<file path="config.mk">
export PLATFORM = sky130hd
export DESIGN_NAME = mem_lsu
export DESIGN_NICKNAME = d
export VERILOG_FILES = /design/src/rtl/mem_lsu_pkg.sv /design/src/rtl/mem_lsu_load_align.sv /design/src/rtl/mem_lsu.sv
export SDC_FILE = /design/constraint.sdc
export NUM_CORES = 1
export LEC_CHECK = 0
export CAP_MARGIN = 25
export CORE_ASPECT_RATIO = 1.25
export CORE_MARGIN = 5
export CORE_UTILIZATION = 37
export DETAILED_ROUTE_END_ITERATION = 12
export GPL_ROUTABILITY_DRIVEN = 0
export PLACE_DENSITY = 0.74
export SYNTH_ARGS = -nofsm -noshare
export SYNTH_HDL_FRONTEND = slang
export SYNTH_SLANG_ARGS = --single-unit
</file>
<file path="constraint.sdc">
create_clock -name clk -period 3.3 [get_ports clk]
set_clock_uncertainty 0.1 [all_clocks]
set_input_delay 0.33 -clock clk [delete_from_list [all_inputs] [get_ports clk]]
set_output_delay 0.33 -clock clk [all_outputs]
set_load 0.05 [all_outputs]
</file>
<file path="src/rtl/mem_lsu_pkg.sv">
// Shared definitions for the load/store unit: access-size encodings and a
// helper that turns an access size into a byte count.
package mem_lsu_pkg;

    typedef logic [2:0] access_sz_t;

    localparam access_sz_t ACCESS_SZ_BYTE = 3'd0;
    localparam access_sz_t ACCESS_SZ_HALF = 3'd1;
    localparam access_sz_t ACCESS_SZ_WORD = 3'd2;

    // Any encoding other than BYTE/HALF is a full word.
    function automatic logic [2:0] access_bytes(input access_sz_t sz);
        case (sz)
            ACCESS_SZ_BYTE: return 3'd1;
            ACCESS_SZ_HALF: return 3'd2;
            default:        return 3'd4;
        endcase
    endfunction

endpackage

</file>
<file path="src/rtl/mem_lsu_load_align.sv">
// Combinational load-data extraction: picks the low byte/half/word of the
// dcache read data and sign- or zero-extends it.
module lsu_load_align
    import mem_lsu_pkg::*;
(
    input  logic [31:0] rdata_i,
    input  access_sz_t  sz_i,
    input  logic        sext_i,
    output logic [31:0] data_o
);

    // Size-dependent extraction with optional sign extension.
    always_comb begin
        data_o = rdata_i;
        case (sz_i)
            ACCESS_SZ_BYTE: data_o = {{24{sext_i & rdata_i[7]}}, rdata_i[7:0]};
            ACCESS_SZ_HALF: data_o = {{16{sext_i & rdata_i[15]}}, rdata_i[15:0]};
            default:        data_o = rdata_i;
        endcase
    end

endmodule

</file>
<file path="src/rtl/mem_lsu.sv">
// Load/store unit between execute and a two-cycle-latency dcache.
// Optional macro LSU_MISALIGN_CHECK_EN makes misaligned half/word accesses fault.
module mem_lsu
    import mem_lsu_pkg::*;
#(
    parameter int unsigned MEM_BYTES = 32'd8192
) (
    input  logic        clk,
    input  logic        rst,
    input  logic        in_valid,
    output logic        in_ready,
    input  logic        in_st,
    input  logic [2:0]  in_sz,
    input  logic        in_sext,
    input  logic [31:0] in_addr,
    input  logic [31:0] in_wdata,
    input  logic [4:0]  in_rd,
    output logic        out_valid,
    input  logic        out_ready,
    output logic [31:0] out_data,
    output logic [4:0]  out_rd,
    output logic        out_exc,
    output logic        dc_re,
    output logic [31:0] dc_raddr,
    output logic        dc_we,
    output logic [31:0] dc_waddr,
    output logic [31:0] dc_wdata,
    output logic [2:0]  dc_wsz,
    input  logic [31:0] dc_rdata,
    input  logic        dc_hit
);

    typedef enum logic [2:0] {
        IDLE  = 3'd0,
        ISSUE = 3'd1,
        STORE = 3'd2,
        WAIT1 = 3'd3,
        WAIT2 = 3'd4,
        RESP  = 3'd5
    } state_e;

    localparam logic [32:0] MEM_LIMIT = 33'(MEM_BYTES);

    // 33-bit end address so requests near 2^32 cannot wrap into range.
    function automatic logic req_fault(input logic [31:0] addr, input access_sz_t sz);
        logic [32:0] end_addr;
        logic        flt;
        end_addr = {1'b0, addr} + {30'd0, access_bytes(sz)};
        flt      = (end_addr > MEM_LIMIT);
`ifdef LSU_MISALIGN_CHECK_EN
        flt = flt | ((sz == ACCESS_SZ_HALF) & addr[0])
                  | ((sz != ACCESS_SZ_BYTE) & (sz != ACCESS_SZ_HALF) & (addr[1:0] != 2'd0));
`endif
        return flt;
    endfunction

    state_e      state_q, state_d;
    access_sz_t  sz_q, sz_d;
    logic        sext_q, sext_d;
    logic [4:0]  rd_q, rd_d;
    logic        in_ready_q, in_ready_d;
    logic        out_valid_q, out_valid_d;
    logic [31:0] out_data_q, out_data_d;
    logic [4:0]  out_rd_q, out_rd_d;
    logic        out_exc_q, out_exc_d;
    logic        dc_re_q, dc_re_d;
    logic [31:0] dc_raddr_q, dc_raddr_d;
    logic        dc_we_q, dc_we_d;
    logic [31:0] dc_waddr_q, dc_waddr_d;
    logic [31:0] dc_wdata_q, dc_wdata_d;
    logic [2:0]  dc_wsz_q, dc_wsz_d;
    logic [31:0] align_data_s;

    lsu_load_align u_align (
        .rdata_i (dc_rdata),
        .sz_i    (sz_q),
        .sext_i  (sext_q),
        .data_o  (align_data_s)
    );

    // Next-state and next-output logic; all outputs are registered from these.
    always_comb begin
        state_d     = state_q;
        sz_d        = sz_q;
        sext_d      = sext_q;
        rd_d        = rd_q;
        out_valid_d = out_valid_q;
        out_data_d  = out_data_q;
        out_rd_d    = out_rd_q;
        out_exc_d   = out_exc_q;
        dc_re_d     = 1'b0;
        dc_raddr_d  = 32'd0;
        dc_we_d     = 1'b0;
        dc_waddr_d  = 32'd0;
        dc_wdata_d  = 32'd0;
        dc_wsz_d    = 3'd0;
        case (state_q)
            IDLE: begin
                if (in_valid) begin
                    sz_d   = in_sz;
                    sext_d = in_sext;
                    rd_d   = in_rd;
                    if (req_fault(in_addr, in_sz)) begin
                        state_d     = RESP;
                        out_valid_d = 1'b1;
                        out_exc_d   = 1'b1;
                        out_data_d  = 32'd0;
                        out_rd_d    = 5'd0;
                    end else if (in_st) begin
                        state_d    = STORE;
                        dc_we_d    = 1'b1;
                        dc_waddr_d = in_addr;
                        dc_wdata_d = in_wdata;
                        dc_wsz_d   = in_sz;
                    end else begin
                        state_d    = ISSUE;
                        dc_re_d    = 1'b1;
                        dc_raddr_d = in_addr;
                    end
                end else begin
                    state_d = IDLE;
                end
            end
            ISSUE: state_d = WAIT1;
            WAIT1: state_d = WAIT2;
            WAIT2: begin
                state_d     = RESP;
                out_valid_d = 1'b1;
                if (dc_hit) begin
                    out_data_d = align_data_s;
                    out_rd_d   = rd_q;
                    out_exc_d  = 1'b0;
                end else begin
                    out_data_d = 32'd0;
                    out_rd_d   = 5'd0;
                    out_exc_d  = 1'b1;
                end
            end
            STORE: begin
                state_d     = RESP;
                out_valid_d = 1'b1;
                out_data_d  = 32'd0;
                out_rd_d    = 5'd0;
                out_exc_d   = 1'b0;
            end
            RESP: begin
                if (out_ready) begin
                    state_d     = IDLE;
                    out_valid_d = 1'b0;
                    out_data_d  = 32'd0;
                    out_rd_d    = 5'd0;
                    out_exc_d   = 1'b0;
                end else begin
                    state_d = RESP;
                end
            end
            default: state_d = IDLE;
        endcase
        in_ready_d = (state_d == IDLE);
    end

    // State and output registers with synchronous reset.
    always_ff @(posedge clk) begin
        if (rst) begin
            state_q     <= IDLE;
            sz_q        <= ACCESS_SZ_BYTE;
            sext_q      <= 1'b0;
            rd_q        <= 5'd0;
            in_ready_q  <= 1'b1;
            out_valid_q <= 1'b0;
            out_data_q  <= 32'd0;
            out_rd_q    <= 5'd0;
            out_exc_q   <= 1'b0;
            dc_re_q     <= 1'b0;
            dc_raddr_q  <= 32'd0;
            dc_we_q     <= 1'b0;
            dc_waddr_q  <= 32'd0;
            dc_wdata_q  <= 32'd0;
            dc_wsz_q    <= 3'd0;
        end else begin
            state_q     <= state_d;
            sz_q        <= sz_d;
            sext_q      <= sext_d;
            rd_q        <= rd_d;
            in_ready_q  <= in_ready_d;
            out_valid_q <= out_valid_d;
            out_data_q  <= out_data_d;
            out_rd_q    <= out_rd_d;
            out_exc_q   <= out_exc_d;
            dc_re_q     <= dc_re_d;
            dc_raddr_q  <= dc_raddr_d;
            dc_we_q     <= dc_we_d;
            dc_waddr_q  <= dc_waddr_d;
            dc_wdata_q  <= dc_wdata_d;
            dc_wsz_q    <= dc_wsz_d;
        end
    end

    assign in_ready  = in_ready_q;
    assign out_valid = out_valid_q;
    assign out_data  = out_data_q;
    assign out_rd    = out_rd_q;
    assign out_exc   = out_exc_q;
    assign dc_re     = dc_re_q;
    assign dc_raddr  = dc_raddr_q;
    assign dc_we     = dc_we_q;
    assign dc_waddr  = dc_waddr_q;
    assign dc_wdata  = dc_wdata_q;
    assign dc_wsz    = dc_wsz_q;

endmodule

</file>
==> results.cfg, run 1 <==
[status]
status = finished, final reports clean

[floorplan]
fp-row-count = 50
dieHeight_um = 147
initial_core_util = 0.374
die_x_um = 120
ioPinCount = 252
die-area_um2 = 17600
core_um2 = 14900

[finish]
area_delta_synth_final_pct = 70.7
final.fill_count = 1243
layout_commonest_cell = clkdlybuf4s50_1
final_cell_mix = 246 x clkdlybuf4s50_1, 153 x dfxtp_1, 58 x and2_1, 53 x o21ai_0, 44 x nand2_1
final_nets = 1001
multi_input_area_um2 = 2530
layout-drive-gt1-share = 0.142
register_area_um2 = 3060
diodes = 0
stdcell_area_um2 = 9500

[cts]
numCtsBuffers = 17
cts_tree = yes
cts.sinks = 153
cts_buffer_depth = 2
clockRootBuffer = clkbuf_16
clk_pin_slew_worst_paths_ns = 0.06
cts_max_level = 4
clk_latency_ns = 0.42

[route]
met2_length_um = 8850
drt-total-wl_um = 16600
viasPerCell = 4.67
ant_nets = 0
vias = 5047
wl_met3_um = 1040
drt_iter0_drc = 257
drt-met1-wl_um = 6330
drc = 0
route.detailed.wl_per_inst_um = 15.4
firstDrtPassIters = 4
top_layer_used = met4

[global_routing]
grt_max_degree = 53
grt_pass1_wl_um = 26000
grt.total_usage = 0.185
antenna_found_initial = 0
gr-total-overflow = 0
first_global_vias = 4900

[critical_path]
cp.required_ns = 3.56
startpoint_type = input port
crit_type = in -> reg
endpoint_kind = flip-flop
cp.arrival_ns = 3.48
cp_max_fo = 5

[timing]
grt_setup_unrepaired = false
timing.final.crit_period_ns = 3.22
hold_violations = 0
setup_viol_count_final = 0
worst_pin_slew_ns = 0.958
fin_crit_sh = 0.975
fmax_mhz = 311
finalMaxSlewViolations = 0
max_slew_margin = 0.359
tns_ns = 0

[synthesis]
synth_warnings = 0
syn_area_um2 = 5570
avgSynthCellArea_um2 = 9.99
ys_seq_area_frac = 0.550
synthFlopType = dfxtp_1
synth_cell_types = 61
syn_inst = 557
ys_async_sr_fraction = 0
synth_edf_count = 0
ys_ff_latch = 153

[placed_design]
hpwl_um = 12000
port_buffers = 251
place_area_um2 = 8620

[hold_path]
hp-class = in -> reg

[job]
max_cap_violations = 0

[power_and_ir_drop]
leakage_uw = 0.00370
power.density_nw_per_um2 = 498
vdd_drop_max_v = 0.000259
## routing by layer
layer  track usage  vias to the layer above
met5             0                        -
met4        0.0682                        0
met3        0.0493                       28
met2         0.340                      183
met1         0.202                     2305
li1              -                     2531
## cells in the mapped netlist, drive strengths merged, types with 3 or more instances
library cell,n,area (µm²)
xor2,4,35.0
nand4,9,62.6
and3,7,45.1
o21ai,69,345
nor2,17,63.8
and2,64,400
o211ai,3,41.3
nor3,7,51.3
clkbuf,16,60.1
nand3,15,97.6
o21a,9,67.6
a211o,4,35.0
xnor2,4,35.0
dfxtp,153,3060
nand2b,42,263
or3,5,31.3
nor2b,3,18.8
buf,13,111
inv,5,18.8
a31oi,4,25.0
a211oi,3,35.0
nand2,44,165
ha,3,37.5
a21oi,21,113
or2,4,25.0
## critical path, cell delays in order
cell and delay [ns]:
buf_2 0.09, or2_4 0.13, nor2_2 0.05, ha_4 0.16
fa_2 0.36, buf_4 0.15, a21oi_4 0.18, nor3_4 0.05
xor2_1 0.18, or4_4 0.56, o41ai_4 0.28, o211ai_4 0.14
nor4_4 0.27, buf_6 0.16, buf_12 0.11, clkbuf_16 0.13
and2_4 0.13
## final timing paths
| kind | slack, ns | endpoint | cells past startpoint | from |
|---|---|---|---|---|
| worst max-delay path | 0.08 | dc_wdata[25] | 17 | in_sz[2] |
| worst min-delay path | 0.10 | dc_raddr[0] | 2 | in_addr[0] |
| worst max register to register | 0.82 | dc_wdata[25] | 9 | state_q[2] |
| worst min register to register | 0.35 | out_rd[2] | 2 | rd_q[2] |
## where the power goes
part / switching [µW] / internal (µW) / total (µW)
Combinational: 467 / 349 / 816
Sequential: 51.0 / 1920 / 1970
Clock: 861 / 1080 / 1950
## final cells by class
| class | count | area share |
|---|---|---|
| clock buffers | 17 | 0.0448 |
| clock inverters | 15 | 0.0188 |
| inverters | 5 | 0.00198 |
| multi-input cells | 405 | 0.266 |
| flip-flops and latches | 153 | 0.322 |
| well taps | 182 | 0.0240 |
| repair buffers | 304 | 0.322 |
## kinds of logic (layout without fill, tap and decap cells)
kind of cell / count (synthesis) / count (layout) / synth area share
AOI/OAI and AO/OA: 127 / 127 / 0.145
DFF: 153 / 153 / 0.550
muxes: 3 / 3 / 0.00585
adders and majority gates: 4 / 4 / 0.0103
and+or+nand+nor: 227 / 227 / 0.241
other: 1 / 36 / 0.000674
buffers and inverters: 34 / 341 / 0.0342
xor gates and xnor gates: 8 / 8 / 0.0126
## stage by stage
stage	setup WS (ns)	std cells	hold WS [ns]	power (µW)	utilization
2_1_floorplan	-0.0122	592	0.325	2450	-
3_3_place_gp	-0.611	1036	0.338	2810	0.579
4_1_cts	0.0126	1077	0.208	4780	0.631
6_report	0.0830	1081	0.103	4730	0.638
3_5_place_dp	-0.695	1036	0.346	2810	0.579
5_1_grt	0.00474	1081	0.0924	4940	0.638
## flip-flops by register name, summed over array words and instances, names as in the netlist
| name | flops |
|---|---|
| out_data | 32 |
| out_valid | 1 |
| sz_q | 3 |
| in_ready | 1 |
| state_q | 3 |
| dc_wsz | 3 |
| out_rd | 5 |
| rd_q | 5 |
| out_exc | 1 |
| dc_raddr | 32 |
| dc_re | 1 |
| dc_wdata | 32 |
| sext_q | 1 |
| dc_waddr | 32 |
| dc_we | 1 |
## what timing repair did
action	CTS	global route
gates cloned	2	2
pin swaps	8	8
resized for setup	21	32
endpoints found under the setup margin	104	100
buffers inserted	7	2
hold buffers	0	0
(Power assumes the default switching activity.)
==> inputs of run 2 (changes only) <==
--- a/config.mk
+++ b/config.mk
@@ -5,12 +5,14 @@
 export SDC_FILE = /design/constraint.sdc
 export NUM_CORES = 1
 export LEC_CHECK = 0
+export ABC_CLOCK_PERIOD_IN_PS = 3300
 export CAP_MARGIN = 25
 export CORE_ASPECT_RATIO = 1.25
-export CORE_MARGIN = 5
+export CORE_MARGIN = 2
 export CORE_UTILIZATION = 37
 export DETAILED_ROUTE_END_ITERATION = 12
 export GPL_ROUTABILITY_DRIVEN = 0
+export GPL_TIMING_DRIVEN = 0
 export PLACE_DENSITY = 0.74
 export SYNTH_ARGS = -nofsm -noshare
 export SYNTH_HDL_FRONTEND = slang
==> run 2 against run 1 <==
Against the previous run: worst setup slack better by 0.054 ns; critical path depth is 4 lower; sequential share of layout area is 1.2 points higher; final cell count is 1.7% lower; clock power is 4% higher; clock-buffer cell count is 1 higher; critical path type unchanged.
==> results.cfg, run 2 (synthesized netlist as in run 1, its figures left out) <==
[floorplan]
ioPinCount = 252
core_um2 = 14800
die-area_um2 = 16000
dieHeight_um = 141
initial_core_util = 0.375
die_x_um = 114
fp-row-count = 50

[power_and_ir_drop]
vdd_drop_max_v = 0.000278
leakage_uw = 0.00352
power.density_nw_per_um2 = 523

[cts]
cts.sinks = 153
numCtsBuffers = 17
cts_hold_repair.buffers = 0
clk_latency_ns = 0.42
cts_tree = yes
cts_buffer_depth = 2
clockRootBuffer = clkbuf_16
cts_max_level = 4
clk_pin_slew_worst_paths_ns = 0.07

[timing]
fmax_mhz = 316
finalMaxSlewViolations = 0
fin_crit_sh = 0.959
setup_viol_count_final = 0
grt_setup_unrepaired = false
max_slew_margin = 0.477
hold_violations = 0
layout_setup_ws_ns = 0.136
worst_pin_slew_ns = 0.778
timing.final.crit_period_ns = 3.16

[finish]
layout-drive-gt1-share = 0.0965
diodes = 0
final_nets = 983
final_cell_mix = 243 x clkdlybuf4s50_1, 153 x dfxtp_1, 65 x o21ai_0, 64 x and2_1, 44 x nand2_1
layout_commonest_cell = clkdlybuf4s50_1
area_delta_synth_final_pct = 64.3
final.fill_count = 1226
stdcell_area_um2 = 9150

[job]
max_cap_violations = 0

[global_routing]
gr-total-overflow = 0
grt_pass1_wl_um = 23500
busiest_layer = met2
grt_max_degree = 17
grt.total_usage = 0.188
grt.met1_usage = 0.208
grt_use_met2 = 0.342
antenna_found_initial = 0
first_global_vias = 4575
use_met3 = 0.0460

[placed_design]
port_buffers = 248
pre_cts_ws_ns = -1.13
place_area_um2 = 8430
hpwl_um = 11300

[critical_path]
cp.required_ns = 3.55
startpoint_type = input port
endpoint_kind = flip-flop
r2r_setup_slack_ns = 1.03
cp.arrival_ns = 3.41
cp_max_fo = 10
crit_type = in -> reg

[route]
drt_iter0_drc = 361
viasPerCell = 4.68
vias = 4976
drt-total-wl_um = 15400
route.detailed.wl_per_inst_um = 14.5
drc = 0
ant_nets = 0
firstDrtPassIters = 7

[status]
status = finished, final reports clean

[hold_path]
hp-class = in -> reg
run 2: cell types whose count changed in the layout (fill, tap and decap cells not counted), moves of 6 or more:
cell,delta
and2_1,+6
clkbuf_1,+16
o21ai_0,+12
o21ai_1,-11
buf_4,-28
and2_4,-6
run 2: worst max-delay path, stage by stage:
cell,delay [ns]
clkdlybuf4s50_1,0.50
ha_2,0.35
a21oi_4,0.25
a211oi_4,0.11
buf_4,0.18
a211o_1,0.26
a221o_1,0.31
nor3_2,0.21
nand4_1,0.19
o21a_1,0.22
buf_4,0.17
buf_4,0.18
o21ai_0,0.17
run 2: worst paths after layout:
check                           startpoint           end  cells after the start
worst max-delay path            in_addr[2]  out_data[16]                     13
worst min-delay path            in_addr[4]   dc_raddr[4]                      2
worst max register to register  state_q[0]  out_data[16]                      7
worst min register to register     rd_q[3]       rd_q[3]                      2
run 2: timing repair:
item	in CTS	in global routing
gates resized for setup	13	9
setup endpoints to repair	107	86
setup buffers	9	0
endpoints found under the hold margin	0	0
pin swaps	6	3
run 2: final cells by class:
| cell class | instances | area, µm² | share of cell area |
|---|---|---|---|
| Buffer | 29 | 179 | 0.0196 |
| Clock buffer | 18 | 439 | 0.0480 |
| Clock inverter | 14 | 184 | 0.0201 |
| Inverter | 5 | 18.8 | 0.00205 |
| Multi-Input combinational cell | 405 | 2490 | 0.273 |
| Sequential cell | 153 | 3060 | 0.335 |
| Tap cell | 182 | 228 | 0.0249 |
| Timing Repair Buffer | 257 | 2540 | 0.278 |
run 2: per-stage QoR:
stage / power, µW / instances / TNS (ns) / hold slack, ns / utilization
6_report: 4790 / 1063 / 0 / 0.0712 / 0.617
2_1_floorplan: 2450 / 592 / -0.559 / 0.325 / -
3_5_place_dp: 2800 / 1022 / -101.19 / 0.343 / 0.568
5_1_grt: 4970 / 1063 / 0 / 0.0613 / 0.617
3_3_place_gp: 2790 / 1022 / -98.15 / 0.340 / 0.568
4_1_cts: 4830 / 1063 / 0 / 0.0452 / 0.617
run 2: per-layer routing:
metal,routed length (µm),part of all wire
met5,0,0
met2,8150,0.53
met3,841,0.055
met4,244,0.016
met1,6140,0.40
run 2: power breakdown:
group	switching (µW)	total, µW	internal (µW)
logic	488	818	329
clock network	847	2020	1170
registers	28.2	1950	1920
==> inputs of run 3 (changes only) <==
--- a/config.mk
+++ b/config.mk
@@ -13,7 +13,7 @@
 export DETAILED_ROUTE_END_ITERATION = 12
 export GPL_ROUTABILITY_DRIVEN = 0
 export GPL_TIMING_DRIVEN = 0
-export PLACE_DENSITY = 0.74
+export PLACE_DENSITY = 0.75
 export SYNTH_ARGS = -nofsm -noshare
 export SYNTH_HDL_FRONTEND = slang
 export SYNTH_SLANG_ARGS = --single-unit
==> run 3 against run 2 <==
Against the previous run: die area did not move; flip-flop and latch count did not move; final cell count rose by 0.47%; critical path type unchanged; critical endpoint is now dc_raddr[8].
==> results.cfg, run 3 (synthesized netlist as in run 1, its figures left out) <==
[critical_path]
crit_type = in -> reg
startpoint_type = input port
cp_max_fo = 5
cp_cell_sequence = dlygate4sd2_1, ha_4, fa_2, buf_4, or4b_1, a211o_1, nand3_2, o21ai_2, o41ai_4, o211ai_4, buf_6, nor4_4, buf_2, and2_1
cp_slowest_cell = or4b_1
cp.required_ns = 3.56
max_stage_delay_ns = 0.46
cp.arrival_ns = 3.42
r2r_setup_slack_ns = 1.00
endpoint_kind = flip-flop

[global_routing]
antenna_found_initial = 0
grt.total_usage = 0.189
first_global_vias = 4619
gr-total-overflow = 0
grt_pass1_wl_um = 23700
grt_max_degree = 17

[finish]
final_nets = 988
fin_util = 0.622
area_delta_synth_final_pct = 65.8
diodes = 0
final.fill_count = 1236
layout_commonest_cell = clkdlybuf4s50_1
layout-drive-gt1-share = 0.104
final_cell_mix = 242 x clkdlybuf4s50_1, 153 x dfxtp_1, 62 x o21ai_0, 62 x and2_1, 44 x nand2_1

[route]
drc = 0
firstDrtPassIters = 5
drt-total-wl_um = 15600
vias = 5022
viasPerCell = 4.70
drt_iter0_drc = 259
route.detailed.wl_per_inst_um = 14.6
ant_nets = 0

[status]
status = finished, final reports clean

[placed_design]
hpwl_um = 11400
port_buffers = 248

[cts]
clockRootBuffer = clkbuf_16
clk_pin_slew_worst_paths_ns = 0.07
cts_hold_repair.buffers = 0
cts_tree = yes
numCtsBuffers = 17
cts.sinks = 153
cts_max_level = 4
clk_latency_ns = 0.42
cts_buffer_depth = 2

[floorplan]
dieHeight_um = 141
die-area_um2 = 16000
fp-row-count = 50
ioPinCount = 252
die_x_um = 114
core_um2 = 14800
initial_core_util = 0.375

[job]
max_cap_violations = 0

[timing]
hold_violations = 0
finalMaxSlewViolations = 0
worst_pin_slew_ns = 0.664
grt_setup_unrepaired = false
fmax_mhz = 317
tns_ns = 0
fin_crit_sh = 0.957
max_slew_margin = 0.554
setup_viol_count_final = 0
timing.final.crit_period_ns = 3.16

[hold_path]
hp-class = in -> reg

[power_and_ir_drop]
power.density_nw_per_um2 = 527
leakage_uw = 0.00356
vdd_drop_max_v = 0.000313
==> run 3: cell count changes in the layout (fill, tap and decap cells not counted), moves of 2 or more <==
cell | previous run | this run
and2_4 | 0 | 2
o21ai_1 | 3 | 6
buf_2 | 2 | 5
and2_1 | 64 | 62
buf_6 | 8 | 10
o21ai_0 | 65 | 62
clkbuf_2 | 3 | 0
==> run 3: report_power, final <==
| group | switching (µW) | internal (µW) | total [µW] | leakage (µW) |
|---|---|---|---|---|
| combinational | 486 | 337 | 824 | 0.00200 |
| clock | 856 | 1230 | 2090 | 0.000311 |
| sequential | 29.5 | 1920 | 1950 | 0.00125 |
| total | 1370 | 3490 | 4860 | 0.00356 |
==> run 3: metrics by stage <==
step                setup WS, ns  hold slack, ns  power [µW]  instances  cell area, µm²
detailed placement         -1.18           0.350        2790       1022            8430
global placement           -1.12           0.345        2790       1022            8430
floorplan                -0.0122           0.325        2450        592            5720
finish                     0.143          0.0266        4860       1068            9230
global route             0.00913          0.0318        5050       1068            9230
CTS                      0.00867          0.0245        4890       1066            9180
==> run 3: worst paths after layout <==
| check | start | endpoint | depth (start not counted) |
|---|---|---|---|
| worst max-delay path | in_addr[0] | dc_raddr[8] | 14 |
| worst min-delay path | in_sz[1] | dc_wsz[1] | 2 |
| worst max register to register | state_q[0] | out_data[19] | 7 |
| worst min register to register | rd_q[4] | rd_q[4] | 2 |
==> run 3: area by class of cell <==
cell class / count / area (µm²) / share of cell area
Buffer: 29 / 183 / 0.0198
Inverter: 5 / 18.8 / 0.00203
Multi-Input combinational cell: 405 / 2510 / 0.272
Tap cell: 182 / 228 / 0.0247
Timing Repair Buffer: 262 / 2590 / 0.281
Sequential cell: 153 / 3060 / 0.332
Clock inverter: 14 / 204 / 0.0221
Clock buffer: 18 / 429 / 0.0465
==> run 3: per-layer routing <==
metal,track usage,routed length (µm),up-vias
met4,0.0783,388,0
li1,-,-,2508
met5,0,0,-
met2,0.347,8380,190
met1,0.206,5930,2294
met3,0.0439,865,30
==> run 3: what timing repair did <==
action | in CTS | in global routing
setup buffers | 11 | 2
gates cloned | 1 | 0
pin swaps | 11 | 2
endpoints found under the setup margin | 107 | 86
endpoints found under the hold margin | 0 | 0
gates resized for setup | 23 | 13
==> run 3: worst max-delay path, delay by kind of cell <==
kind	cells	cell delay, ns
adders and majority gates	2	0.54
buffers and inverters	4	0.80
AOI/OAI and AO/OA	4	0.78
and+or+nand+nor	4	0.94
==> patch: new RTL, config.mk and constraints of run 1 <==
Build with the macro `LSU_MISALIGN_CHECK_EN` defined.
--- a/src/rtl/mem_lsu.sv
+++ b/src/rtl/mem_lsu.sv
@@ -1,5 +1,7 @@
 // Load/store unit between execute and a two-cycle-latency dcache.
 // Optional macro LSU_MISALIGN_CHECK_EN makes misaligned half/word accesses fault.
+`define LSU_MISALIGN_CHECK_EN
+
 module mem_lsu
     import mem_lsu_pkg::*;
 #(
Formal check against the unedited RTL: not equivalent (a bounded check fails within 4 cycles, from zero or initial values and one cycle with rst high).
==> patch against run 1 <==
  * The flow now finishes with violations (setup timing)
  * Largest cell class is now buffers
  * Sequential cell count did not move
  * Area after synthesis is 3.2% lower
  * Maximum frequency is 3.7% lower
  * Critical path type unchanged
  * Largest power group is now the clock network
  * Worst setup slack got worse by 0.12 ns
  * Design area grew 4.2%
  * Non-clock buffer count is 27 higher
  * Power up 4.4%
  * Wire length increased by 11%
  * Clock power increased by 2%
==> patch: results (changes against run 1) <==
power_and_ir_drop:
  peakVddDrop_v: 0.0003664  # +42%
  leakage_nw: 3.842  # +3.9%
place:
  dpl.cell_count: 1052  # +1.5%
  io_buffer_count: 251  # unchanged
  dp_hpwl_mm: 12.85  # +7.2%
  placed_cell_area_mm2: 0.008653  # +0.33%
  dp_slack_ns: -0.7708  # -0.07588 ns
detailed_routing:
  wl_mm: 18.49  # +11%
  dr.pass1.iters: 4  # unchanged
  vias_per_cell: 4.783  # +2.4%
  drtIter0Drc: 266  # +3.5%
final_layout:
  fin_cells: 1110  # +2.7%
  diodes: 0  # unchanged
  fillCellCount: 1063  # -14%
  drive_gt1_share_pct: 18.03  # +3.8 points
  nets: 1034  # +3.3%
sta:
  setup_viol: 24  # +24
  tns_ns: -0.4452  # -0.4452 ns
  tightest_slew_ns: 0.8079  # -0.1505 ns
  timing.final.ws_setup_ns: -0.04094  # -0.1239 ns
cts:
  cts_buffers: 17  # unchanged
  cts_max_level: 4  # unchanged
  cts_buffer_depth: 2  # unchanged
  clock_latency_ns: 0.41
  clkTransAtPathRegs_ns: 0.07
  cts_root_buf: "clkbuf_16"
global_routing:
  track_usage_pct: 20.20  # +1.7 points
  grt_pass1_wl_mm: 27.76  # +6.9%
  antenna_found_initial: 1  # +1
  grt_pass1_vias: 5169  # +5.5%
  grt_start_max_net_pins: 38  # -28%
worst_setup_path:
  path_max_fanout: 7  # +2
  arrival_ns: 3.60  # +0.12 ns
  crit_path_max_incr_delay_ns: 0.53  # -0.03 ns
  crit_slowest_cell: "or4_4"
yosys:
  yosysWarnings: 0  # unchanged
  async_flop_share_pct: 0  # unchanged
  avgSynthCellArea_um2: 9.636  # -3.6%
  ys_top_cells_by_count: "153 x dfxtp_1, 51 x and2_1, 49 x inv_1"
  ys.flop_type: "dfxtp_1"
  yosysSeqAreaShare_pct: 56.86  # +1.8 points
  ys_types: 67  # +9.8%
  synthTopCellsByArea: "dfxtp_1 57%, and2_1 5.9%, o21ai_0 4.5%, inv_1 3.4%, nand2_1 3.2%"
run_status:
  violations: "setup timing"
  status: "finished with violations"
hold_path:
  min_path_type: "in2reg"
## patch: cell count changes after synthesis, moves of 13 or more
cell and delta:
nor4b_1 +13, o21ai_0 -20, and2_1 -13, nand2b_1 -37, inv_1 +44
## patch: layout make-up
type                            count  area (µm²)  area share (%)
Tap cell                          178       222.7           2.250
Sequential cell                   153        3063           30.94
Clock inverter                     15       200.2           2.023
Multi-Input combinational cell    367        2429           24.54
Inverter                           49       183.9           1.858
Clock buffer                       17       425.4           4.298
Timing Repair Buffer              331        3374           34.09
## patch: timing repair
item | 4_1_cts | 5_1_grt
resized for setup | 43 | 44
pin swaps | 27 | 19
gates cloned | 5 | 7
setup buffers | 15 | 3
endpoints found under the hold margin | 0 | 0
setup endpoints to repair | 107 | 106
## patch: path summary, 6_finish.rpt
kind	from	to	slack (ns)	cells past startpoint
max reg2reg	state_q[1]	dc_wdata[0]	0.58	10
min	in_sz[2]	dc_wsz[2]	0.12	3
min reg2reg	out_data[22]	out_data[22]	0.35	2
max	in_sz[2]	dc_wdata[0]	-0.04	16
## patch: cells by family (layout without fill, tap and decap cells)
group / Yosys count / in the layout / share of synthesized area, %
AND/OR/NAND/NOR: 193 / 193 / 20.35
flip-flops: 153 / 153 / 56.86
AO/OA/AOI/OAI: 126 / 126 / 14.66
buffers and inverters: 74 / 412 / 5.575
XOR/XNOR: 5 / 5 / 0.8130
adder cells (fa/ha/maj): 4 / 4 / 1.069
multiplexers: 3 / 3 / 0.6039
other: 1 / 36 / 0.06962
## patch: per-layer routing
layer / track usage [%] / vias to the layer above / wire length (µm)
met5: 0 / - / 13
met4: 9.180 / 2 / 606
met3: 4.204 / 37 / 828
met2: 36.98 / 166 / 10000
met1: 22.19 / 2483 / 7032
li1: - / 2621 / -
## patch: power breakdown
part	switching (mW)	internal [mW]	leakage [nW]
Combinational	0.534	0.445	2.29
Clock	0.889	1.10	0.304
Sequential	0.0529	1.92	1.25
Total	1.48	3.47	3.84
## patch: critical path: cells and delay by family
kind	cells	cell delay [ns]
simple gates	8	1.86
fa+ha+maj	1	0.23
compound gates	2	0.52
buf+inv	5	0.66
